[src/rtl/controle_elevador_if.sv]
// Signal bundle between the elevator controller and its surroundings:
// call buttons, the decision-stage outputs, and the controller's registered state.
interface controle_elevador_if;
    logic       Bt, B1, B2, B3;
    logic       Su, De, PA;
    logic       AndarB1, AndarB0;
    logic       At, A1, A2, A3;
    logic       Motor_Su, Motor_De, Porta;
    logic [1:0] Estado;

    modport master (
        output Bt, B1, B2, B3, Su, De, PA,
        input  AndarB1, AndarB0, At, A1, A2, A3, Motor_Su, Motor_De, Porta, Estado
    );

    modport slave (
        input  Bt, B1, B2, B3, Su, De, PA,
        output AndarB1, AndarB0, At, A1, A2, A3, Motor_Su, Motor_De, Porta, Estado
    );
endinterface

[src/rtl/controle_elevador.sv]
// Four-floor elevator controller: floor register, latched calls, and the
// motor/door sequencer driven by the external Su/De/PA decision stage.
module controle_elevador #(
    parameter int unsigned T_VIAGEM = 4,
    parameter int unsigned T_PORTA  = 3
) (
    input  logic              clk,
    input  logic              rst,
    controle_elevador_if.slave elev
);

    typedef enum logic [1:0] {
        PARADO   = 2'b00,
        SUBINDO  = 2'b01,
        DESCENDO = 2'b10,
        PORTA    = 2'b11
    } estadoT;

    localparam logic [3:0] viagemLoad = 4'(T_VIAGEM);
    localparam logic [3:0] portaLoad  = 4'(T_PORTA);

    estadoT     estado, estadoNext;
    logic [1:0] andar, andarNext;
    logic [3:0] req, reqNext;
    logic [3:0] timerViagem, timerViagemNext;
    logic [3:0] timerPorta, timerPortaNext;
    logic [3:0] botoes, setMask, clearMask;

    assign botoes = {elev.B3, elev.B2, elev.B1, elev.Bt};

    // NOTE: reset is synchronous and covers every state bit, so a reset in the
    // middle of a trip or door cycle aborts it and drops all pending calls.
    // NOTE: non-blocking assignments here so all registers update from the same
    // pre-edge values.
    always_ff @(posedge clk) begin
        if (rst) begin
            estado      <= PARADO;
            andar       <= 2'd0;
            req         <= 4'd0;
            timerViagem <= 4'd0;
            timerPorta  <= 4'd0;
        end else begin
            estado      <= estadoNext;
            andar       <= andarNext;
            req         <= reqNext;
            timerViagem <= timerViagemNext;
            timerPorta  <= timerPortaNext;
        end
    end

    // NOTE: every output of this block gets a default first, so no path can
    // leave a value unassigned and infer a latch.
    always_comb begin
        estadoNext      = estado;
        andarNext       = andar;
        timerViagemNext = timerViagem;
        timerPortaNext  = timerPorta;
        setMask         = botoes;
        clearMask       = 4'd0;

        unique case (estado)
            PARADO: begin
                if (elev.PA) begin
                    estadoNext       = PORTA;
                    timerPortaNext   = portaLoad;
                    clearMask[andar] = 1'b1;
                end else if (elev.Su && andar != 2'd3) begin
                    estadoNext      = SUBINDO;
                    timerViagemNext = viagemLoad;
                end else if (elev.De && andar != 2'd0) begin
                    estadoNext      = DESCENDO;
                    timerViagemNext = viagemLoad;
                end
            end
            SUBINDO, DESCENDO: begin
                timerViagemNext = timerViagem - 4'd1;
                if (timerViagem == 4'd1) begin
                    estadoNext = PARADO;
                    andarNext  = (estado == SUBINDO) ? andar + 2'd1 : andar - 2'd1;
                end
            end
            PORTA: begin
                // A call for the floor we are standing on keeps the door open
                // rather than being recorded as a new request.
                setMask[andar] = 1'b0;
                if (botoes[andar]) begin
                    timerPortaNext = portaLoad;
                end else begin
                    timerPortaNext = timerPorta - 4'd1;
                    if (timerPorta == 4'd1) estadoNext = PARADO;
                end
            end
            default: estadoNext = PARADO;
        endcase

        reqNext = (req | setMask) & ~clearMask;
    end

    assign elev.AndarB1  = andar[1];
    assign elev.AndarB0  = andar[0];
    assign elev.At       = req[0];
    assign elev.A1       = req[1];
    assign elev.A2       = req[2];
    assign elev.A3       = req[3];
    assign elev.Motor_Su = (estado == SUBINDO);
    assign elev.Motor_De = (estado == DESCENDO);
    assign elev.Porta    = (estado == PORTA);
    assign elev.Estado   = estado;

endmodule

[src/flat_wrapper.sv]
// flat-port wrapper written by rule: the top's interface ports become plain ports
module controle_elevador_flat 
#(
    parameter int unsigned T_VIAGEM = 4,
    parameter int unsigned T_PORTA  = 3
)
  (clk, rst, elev_Bt, elev_B1, elev_B2, elev_B3, elev_Su, elev_De, elev_PA, elev_AndarB1, elev_AndarB0, elev_At, elev_A1, elev_A2, elev_A3, elev_Motor_Su, elev_Motor_De, elev_Porta, elev_Estado);
  controle_elevador_if elev_i ();
  input  logic clk;
  input  logic rst;
  input wire logic [$bits(elev_i.Bt)-1:0] elev_Bt;
  input wire logic [$bits(elev_i.B1)-1:0] elev_B1;
  input wire logic [$bits(elev_i.B2)-1:0] elev_B2;
  input wire logic [$bits(elev_i.B3)-1:0] elev_B3;
  input wire logic [$bits(elev_i.Su)-1:0] elev_Su;
  input wire logic [$bits(elev_i.De)-1:0] elev_De;
  input wire logic [$bits(elev_i.PA)-1:0] elev_PA;
  output wire logic [$bits(elev_i.AndarB1)-1:0] elev_AndarB1;
  output wire logic [$bits(elev_i.AndarB0)-1:0] elev_AndarB0;
  output wire logic [$bits(elev_i.At)-1:0] elev_At;
  output wire logic [$bits(elev_i.A1)-1:0] elev_A1;
  output wire logic [$bits(elev_i.A2)-1:0] elev_A2;
  output wire logic [$bits(elev_i.A3)-1:0] elev_A3;
  output wire logic [$bits(elev_i.Motor_Su)-1:0] elev_Motor_Su;
  output wire logic [$bits(elev_i.Motor_De)-1:0] elev_Motor_De;
  output wire logic [$bits(elev_i.Porta)-1:0] elev_Porta;
  output wire logic [$bits(elev_i.Estado)-1:0] elev_Estado;
  assign elev_i.Bt = elev_Bt;
  assign elev_i.B1 = elev_B1;
  assign elev_i.B2 = elev_B2;
  assign elev_i.B3 = elev_B3;
  assign elev_i.Su = elev_Su;
  assign elev_i.De = elev_De;
  assign elev_i.PA = elev_PA;
  assign elev_AndarB1 = elev_i.AndarB1;
  assign elev_AndarB0 = elev_i.AndarB0;
  assign elev_At = elev_i.At;
  assign elev_A1 = elev_i.A1;
  assign elev_A2 = elev_i.A2;
  assign elev_A3 = elev_i.A3;
  assign elev_Motor_Su = elev_i.Motor_Su;
  assign elev_Motor_De = elev_i.Motor_De;
  assign elev_Porta = elev_i.Porta;
  assign elev_Estado = elev_i.Estado;
  controle_elevador #(.T_VIAGEM(T_VIAGEM), .T_PORTA(T_PORTA)) u_core (.clk(clk), .rst(rst), .elev(elev_i));
endmodule
[config.mk]
export PLATFORM = sky130hd
export DESIGN_NAME = controle_elevador_flat
export DESIGN_NICKNAME = d
export VERILOG_FILES = /design/src/rtl/controle_elevador_if.sv /design/src/rtl/controle_elevador.sv /design/src/flat_wrapper.sv
export SDC_FILE = /design/constraint.sdc
export NUM_CORES = 1
export LEC_CHECK = 0
export ABC_AREA = 1
export CAP_MARGIN = 10
export CORE_ASPECT_RATIO = 1.1
export CORE_MARGIN = 4
export CORE_UTILIZATION = 48
export DETAILED_ROUTE_END_ITERATION = 6
export PLACE_DENSITY = 0.76
export SLEW_MARGIN = 20
export SYNTH_ARGS = -nofsm -noshare
export SYNTH_HDL_FRONTEND = slang
export SYNTH_SLANG_ARGS = --single-unit
[constraint.sdc]
create_clock -name clk -period 1.8 [get_ports clk]
set_input_delay 0.45 -clock clk [delete_from_list [all_inputs] [get_ports clk]]
set_output_delay 0.45 -clock clk [all_outputs]
set_load 0.05 [all_outputs]
# Word-level counts from Yosys, hierarchy flattened
# Cells that the tools add are included.
dict set report classes {
  order_cmp 2
  bitwise_logic 5
  n_addsub 4
  mux 22
  reduce_logical 12
  n_eq_ne 13
}
# cell count
set ops {}
lappend ops {{2-to-1 mux 4 bit} 8}
lappend ops {{one-hot mux 4 bit (2 select lines)} 2}
lappend ops {{2-to-1 mux 2 bit} 7}
lappend ops {{AND 4 bit} 2}
lappend ops {{equality test 4 x 1 -> 1 bit (second input constant)} 2}
lappend ops {{inequality test 2 bit (second input constant)} 4}
lappend ops {{NOT 4 bit} 2}
lappend ops {{subtractor 4 x 1 -> 4 bit (second input constant)} 2}
lappend ops {{one-hot mux 2 bit (3 select lines)} 1}
lappend ops {{nonzero test 2 bit} 3}
lappend ops {{equality test 2 bit (second input constant)} 2}
lappend ops {{inequality test 2 x 1 -> 1 bit (second input constant)} 2}
lappend ops {{inequality test 4 x 2 -> 1 bit (second input constant)} 1}
lappend ops {{OR 4 bit} 1}
lappend ops {{AND reduction 2 bit} 2}
lappend ops {{AND reduction 4 bit} 1}
lappend ops {{logical AND 1 bit} 3}
lappend ops {{< comparator 2 x 3 -> 1 bit (second input constant)} 1}
lappend ops {{inequality test 3 x 1 -> 1 bit (second input constant)} 1}
lappend ops {{AND reduction 3 bit} 1}
lappend ops {{adder 2 x 1 -> 2 bit (second input constant)} 1}
lappend ops {{binary-select mux 1 bit (select 2 bit)} 1}
lappend ops {{demux 1 bit (select 2 bit)} 1}
lappend ops {{equality test 2 x 1 -> 1 bit (second input constant)} 1}
lappend ops {{other kinds (5)} 6}
dict set report totals {
  out_inout_bits 11
  word_cells 63
  register_bits 16
}

# Depth between registers and ports, before layout
# Gate-level depths: netlist (run 1).
dict set report depth {
  word_depth 9
  depth_mapped 10
}

# Worst setup path after synthesis (run 1)
# Ideal clock, no wire load.
dict set report synth_path {
  kind {reg2reg}
  startpoint {reg u_core.estado[1], in the netlist u_core.elev.Estado[1]}
  endpoint {reg u_core.timerPorta[0]}
  setup_time_ps 111
  setup_slack_ps -183
  required_ps 1689
  stages_incl_launch_ff 7
  t_arrival_ps 1871
  path_cell_list {dfxtp_1 -> ha_1 -> nor2_4 -> nor2_4 -> nand4_1 -> nand3_1 -> inv_1}
}
dict set report synth_between {
  elab_chain_cells 3
  elab_cells_between_ends 6
  cone_classes {eq/ne: 2; mux: 1; reduce/logical: 3}
}
# element line
set synth_lines {}
lappend synth_lines {{start, declared} controle_elevador.sv:22} ;# estadoT estado, estadoNext;
lappend synth_lines {{start signal, assigned} controle_elevador.sv:43} ;# estado <= estadoNext;
lappend synth_lines {{equality test 2 bit (*)} -}
lappend synth_lines {{named net elev_Porta} flat_wrapper.sv:26} ;# output wire logic [$bits(elev_i.Porta)-1:0] elev_Porta;
lappend synth_lines {{nonzero test 2 bit (no source line)} -}
lappend synth_lines {{AND reduction 2 bit (no source line)} -}
lappend synth_lines {{end signal, assigned} controle_elevador.sv:47} ;# timerPorta <= timerPortaNext;
lappend synth_lines {{end, declared} controle_elevador.sv:26} ;# logic [3:0] timerPorta, timerPortaNext;
# Mark *: on every way through the listed nets, which the timed path passes. The rest lies on a longest branch.
# A chain may end at the register's enable or synchronous reset.

# Worst setup path in the final report (run 1)
dict set report layout_path {
  startpoint {reg u_core.estado[1], in the netlist u_core.elev.Estado[1]}
  endpoint {out elev_Motor_Su}
}
dict set report layout_between {
  elab_chain_cells 1
}
# element line
set layout_lines {}
lappend layout_lines {{equality test 2 x 1 -> 1 bit} controle_elevador.sv:105} ;# assign elev.Motor_Su = (estado == SUBINDO);
lappend layout_lines {{end, declared} flat_wrapper.sv:24} ;# output wire logic [$bits(elev_i.Motor_Su)-1:0] elev_Motor_Su;
# Every way passes these cells.

==> results_dict.tcl, run 1 <==
set metrics [dict create \
    yosys_warnings 0 \
    drcViolationCount 0 \
    mappedNetlistArea_um2 968.4 \
    syn_area_per_cell_um2 6.967 \
    tightest_slew_ns 0.2960 \
    post_cts_buffers 0 \
    postLayoutCoreUtil_pct 69.02 \
    mostFrequentLayoutCells "nand2_1, inv_1, o21ai_0" \
    power_density_nw_per_um2 1565 \
    dr.pass1.iters 4 \
    clk_latency_ns 0.29 \
    finalSetupTns_ns 0 \
    path_clk_slew_ns 0.10 \
    drtIter0Drc 27 \
    p_leak_nw 0.6177 \
    finalWirelength_um 2280 \
    area_delta_synth_final_pct 31.27 \
    gp_congestion 0.8385 \
    grt_pass1_vias 974 \
    numClockSinks 16 \
    synth_seq_cells 16 \
    met2_usage_pct 39.13 \
    wl_per_cell_um 11.94 \
    die_h_um 55.11 \
    synth_nets 157 \
    worstPathArrival_ns 1.19 \
    relSlewSlack_pct 80.15 \
    numCtsBuffers 3 \
    maxCapViolCount 0 \
    clock_skew_ns 0.004199 \
    final-setup-viol-count 0 \
    ir_worst_vdd_uv 916.3 \
    synth_cell_type_count 19 \
    viasPerCell 5.215 \
    fin_nets 183 \
    fmax_mhz 608.8 \
    finalHoldViolCount 0 \
    antenna_left 0 \
    antenna_found_initial 0 \
    clockBufferDepth 2 \
    finalCriticalPeriod_ns 1.642 \
    grt_busiest_layer "met2" \
    timing.final.crit_share_pct 91.25 \
    stdcell_area_um2 1271 \
    htreeDepth 1 \
    grt_max_degree 11 \
    grt_pass1_wl_um 4071 \
    detailed_place_hpwl_um 1787 \
    die_w_um 50.83 \
    synth_top_cell_area_share_pct 33.07 \
    synth_seq_area_share_pct 33.07 \
    antenna_cells 0 \
    status "completed" \
    use_met3_pct 3.217 \
    required_ns 1.35 \
    dieArea_um2 2801 \
    core_um2 1842 \
    io_buffers 19 \
    root_buffer "clkbuf_4" \
    rsz0062_at_grt "false" \
    placementRows 16 \
    gr-usage-met1_pct 20.36 \
    crit_path_end_kind "primary output" \
    gr-usage-all-layers_pct 19.32 \
    ios 20 \
    synth_cells 139 \
    timing_max_transition_violations_final 0 \
    start_util_pct 52.58 \
    vias 996 \
    dpl_cell_area_um2 1235 \
    drive_gt1_share_pct 17.68 \
    overflow 0 \
    crit_type "reg2out" \
    cp_max_fo 5 \
    synth_top_area_cell "dfxtp_1" \
    nFillCells 174 \
    power_mw 1.989 \
    min_path_type "reg2reg" \
    crit_path_start_kind "flop" \
    post_cts_resized 0 \
    layout_commonest_cell "nand2_1" \
    yosys-top-cells-area "dfxtp_1, ha_1, nand2_1, o21ai_0, inv_1" \
    holdWs_ns 0.4822 \
    postCtsHoldBufs 0 \
    cts_tree "yes" \
]
[worst paths after layout]
| path | startpoint | to | slack (ns) | cells past startpoint |
|---|---|---|---|---|
| setup / recovery | u_core.elev.Estado[1] | elev_Motor_Su | 0.16 | 3 |
| hold / removal | u_core.req[1] | u_core.req[1] | 0.48 | 2 |
| setup reg to reg | u_core.elev.Estado[0] | u_core.timerViagem[2] | 0.27 | 8 |
| hold reg to reg | u_core.req[1] | u_core.req[1] | 0.48 | 2 |
[state kept, by name, indices dropped and copies added (netlist names)]
name                flops
u_core.req              4
u_core.elev.Estado      2
u_core.timerPorta       4
u_core.andar            2
u_core.timerViagem      4
[cell usage after synthesis]
master and n:
a21o_1 2, a21oi_1 13, and2_2 1, clkinv_1 1, dfxtp_1 16, ha_1 9
inv_1 18, inv_2 3, nand2_1 27, nand2_2 2, nand3_1 12, nand3_2 1
nand4_1 4, nor2_1 10, nor2_4 2, nor3_1 1, nor3b_1 1, o21ai_0 15
xor2_1 1
[logic make-up (layout without fill, tap and decap cells)]
kind of cell | Yosys count | after routing | synth area share, %
xor gates and xnor gates | 1 | 1 | 0.9046
buffers and inverters | 22 | 47 | 8.526
AOI/OAI and AO/OA | 30 | 30 | 16.02
and+or+nand+nor | 61 | 61 | 29.85
DFF | 16 | 16 | 33.08
adders and majority gates | 9 | 9 | 11.63
[critical path: stages (launching register included)]
cell,delay [ns]
dfxtp_2,0.39
inv_1,0.08
ha_1,0.25
buf_12,0.17
[power by group]
| group | leakage (nW) | internal (mW) | switching (mW) |
|---|---|---|---|
| Sequential | 0.133 | 0.466 | 0.0937 |
| Clock | 0.0210 | 0.123 | 0.122 |
| Combinational | 0.464 | 0.450 | 0.733 |
| Total | 0.618 | 1.04 | 0.949 |
[routing by layer]
metal  wire, um  share of wire (%)
met5          0                  0
met4         21               0.92
met3         70                3.1
met2       1254                 55
met1        934                 41
[layout make-up]
cell class                      instances  area [um2]  area share, %
Timing Repair Buffer                   21       227.7          17.91
Sequential cell                        16       322.8          25.39
Tap cell                               27       33.78          2.657
Inverter                               22       82.58          6.496
Clock buffer                            4       36.28          2.854
Multi-Input combinational cell        101       568.0          44.69
[metrics by stage]
stage | setup WS (ns) | std cells
after floorplan | 0.1770 | 139
after global routing | 0.1029 | 191
final | 0.1576 | 191
after CTS | 0.1499 | 191
after global placement | 0.1019 | 187
after detailed placement | 0.03486 | 187
No activity file was read; power rests on OpenSTA's default activity.
==> inputs of run 2 (changes only) <==
--- a/config.mk
+++ b/config.mk
@@ -12,6 +12,7 @@
 export CORE_UTILIZATION = 48
 export DETAILED_ROUTE_END_ITERATION = 6
 export PLACE_DENSITY = 0.76
+export SKIP_CTS_REPAIR_TIMING = 1
 export SLEW_MARGIN = 20
 export SYNTH_ARGS = -nofsm -noshare
 export SYNTH_HDL_FRONTEND = slang
==> constraint.sdc (replaced) <==
create_clock -name clk -period 1.8 [get_ports clk]
set_input_delay 0.45 -clock clk [delete_from_list [all_inputs] [get_ports clk]]
set_output_delay 0.45 -clock clk [all_outputs]
set_load 0.005 [all_outputs]
==> run 2 against run 1 <==
  * The run now ends with negative setup slack left
  * Clock power fell by 2%
  * Global-route usage fell by 1.0 points
  * Via count fell by 3.6%
  * Combinational power fell by 20%
  * Utilization did not move
  * Clock-buffer cell count did not move
  * Cell area did not move
  * Worst hold slack got worse by 0.0034 ns
  * Sequential cell count did not move
  * Register-to-register slack improved by 0.05 ns
  * Maximum frequency fell by 10%
  * Non-clock buffer count rose by 1
  * Largest cell class unchanged
==> results_dict.tcl, run 2 (synthesized netlist as in run 1, its figures left out) <==
set metrics [dict create \
    finalSetupTns_ns -0.05249 \
    fmax_mhz 547.4 \
    status "finished, violations left" \
    drcViolationCount 0 \
    drtIter0Drc 14 \
    critPathSlowestCell "clkdlybuf4s50_1" \
    r2r_slack_ns 0.32 \
    tightest_slew_ns 0.2966 \
    largestRegisters "u_core.req x4, u_core.timerPorta x4, u_core.timerViagem x4" \
    io_buffers 19 \
    worstPathArrival_ns 1.38 \
    htreeDepth 1 \
    maxCapViolCount 0 \
    critPathMaxStageDelay_ns 0.49 \
    overflow 0 \
    die_w_um 50.83 \
    stdcell_area_um2 1271 \
    p_leak_nw 0.6107 \
    antenna_cells 0 \
    dieArea_um2 2801 \
    final-setup-viol-count 2 \
    cp_max_fo 5 \
    root_buffer "clkbuf_4" \
    finalHoldViolCount 0 \
    gp_congestion 0.7782 \
    timing.final.crit_share_pct 101.5 \
    antenna_found_initial 0 \
    clock_skew_ns 0.004778 \
    clk_latency_ns 0.29 \
    placementRows 16 \
    viasPerCell 5.000 \
    violations "negative setup slack" \
    required_ns 1.35 \
    crit_family "buffers and inverters" \
    vias 960 \
    grt_max_degree 11 \
    numCtsBuffers 3 \
    wl_per_cell_um 11.61 \
    clockBufferDepth 2 \
    rsz0062_at_grt "true" \
    grt_pass1_wl_um 3808 \
    crit_path_start_kind "flop" \
    crit_chain "inv_2 > ha_4 > clkdlybuf4s50_1" \
    cts_tree "yes" \
    power_density_nw_per_um2 1378 \
    area_delta_synth_final_pct 31.27 \
    start_util_pct 52.58 \
    layout_commonest_cell "nand2_1" \
    antenna_left 0 \
    drive_gt1_share_pct 12.73 \
    numClockSinks 16 \
    grt_pass1_vias 909 \
    die_h_um 55.11 \
    crit_path_end_kind "primary output" \
    finalCriticalPeriod_ns 1.827 \
    dr.pass1.iters 4 \
    gr-usage-all-layers_pct 18.31 \
    timing_max_transition_violations_final 0 \
    finalWirelength_um 2229 \
    path_clk_slew_ns 0.10 \
    core_um2 1842 \
    ios 20 \
    crit_type "reg2out" \
    cp_num_buf_inv 2 \
    dpl_cell_area_um2 1215 \
    relSlewSlack_pct 80.10 \
    min_path_type "reg2reg" \
    nFillCells 172 \
    timing.final.ws_setup_ns -0.02685 \
    power_mw 1.752 \
    ir_worst_vdd_uv 794.9 \
    fin_nets 184 \
    mostFrequentLayoutCells "nand2_1, clkdlybuf4s50_1, inv_1" \
    detailed_place_hpwl_um 1786 \
]
==> run 2: cell count changes in the layout (fill, tap and decap cells not counted) <==
cell             previous run  this run
ha_2                        1         0
inv_1                      18        16
clkdlybuf4s50_1             8        18
dfxtp_2                     2         1
buf_12                      4         0
dfxtp_4                     0         1
inv_2                       3         5
buf_4                       9         3
dlymetal6s2s_1              0         1
ha_4                        0         1
==> run 2: final timing paths <==
check	end	startpoint	cells after the start
setup / recovery	elev_Motor_Su	u_core.elev.Estado[1]	3
hold / removal	u_core.req[2]	u_core.req[2]	2
setup reg to reg	u_core.timerViagem[2]	u_core.elev.Estado[1]	8
hold reg to reg	u_core.req[2]	u_core.req[2]	2
==> run 2: where the power goes <==
group / switching (mW) / internal (mW)
registers: 0.0981 / 0.470
clock network: 0.118 / 0.123
logic: 0.531 / 0.413
total: 0.746 / 1.01
==> run 2: layout make-up <==
type                            count  area, um2  share of cell area [%]
Multi-Input combinational cell    101      578.1                   45.47
Sequential cell                    16      325.3                   25.59
Timing Repair Buffer               22      215.2                   16.93
Inverter                           22      82.58                   6.496
Clock buffer                        4      36.28                   2.854
Tap cell                           27      33.78                   2.657
==> run 2: per-layer routing <==
| layer | track usage (%) | wire length (um) | vias to the layer above |
|---|---|---|---|
| met5 | 0 | 0 | - |
| met4 | 7.175 | 21 | 0 |
| met3 | 3.217 | 62 | 4 |
| met2 | 36.74 | 1201 | 20 |
| met1 | 19.16 | 944 | 432 |
| li1 | - | - | 504 |
==> run 2: per-stage QoR <==
step | utilization [%] | hold slack (ns) | cells | setup WS, ns
after global placement | 65.96 | 0.4643 | 188 | 0.1156
after floorplan | - | 0.4533 | 139 | 0.3478
final | 69.02 | 0.4787 | 192 | -0.02685
after detailed placement | 65.96 | 0.4643 | 188 | 0.05821
after global routing | 69.02 | 0.4981 | 192 | -0.09690
after CTS | 67.93 | 0.4802 | 192 | -0.1647
==> run 2: worst register-to-register path: cells and delay by family, from the launching register on <==
kind | cells | cell delay, ns
DFF | 1 | 0.40
AOI/OAI and AO/OA | 2 | 0.23
adders and majority gates | 1 | 0.22
buffers and inverters | 2 | 0.13
and+or+nand+nor | 3 | 0.39
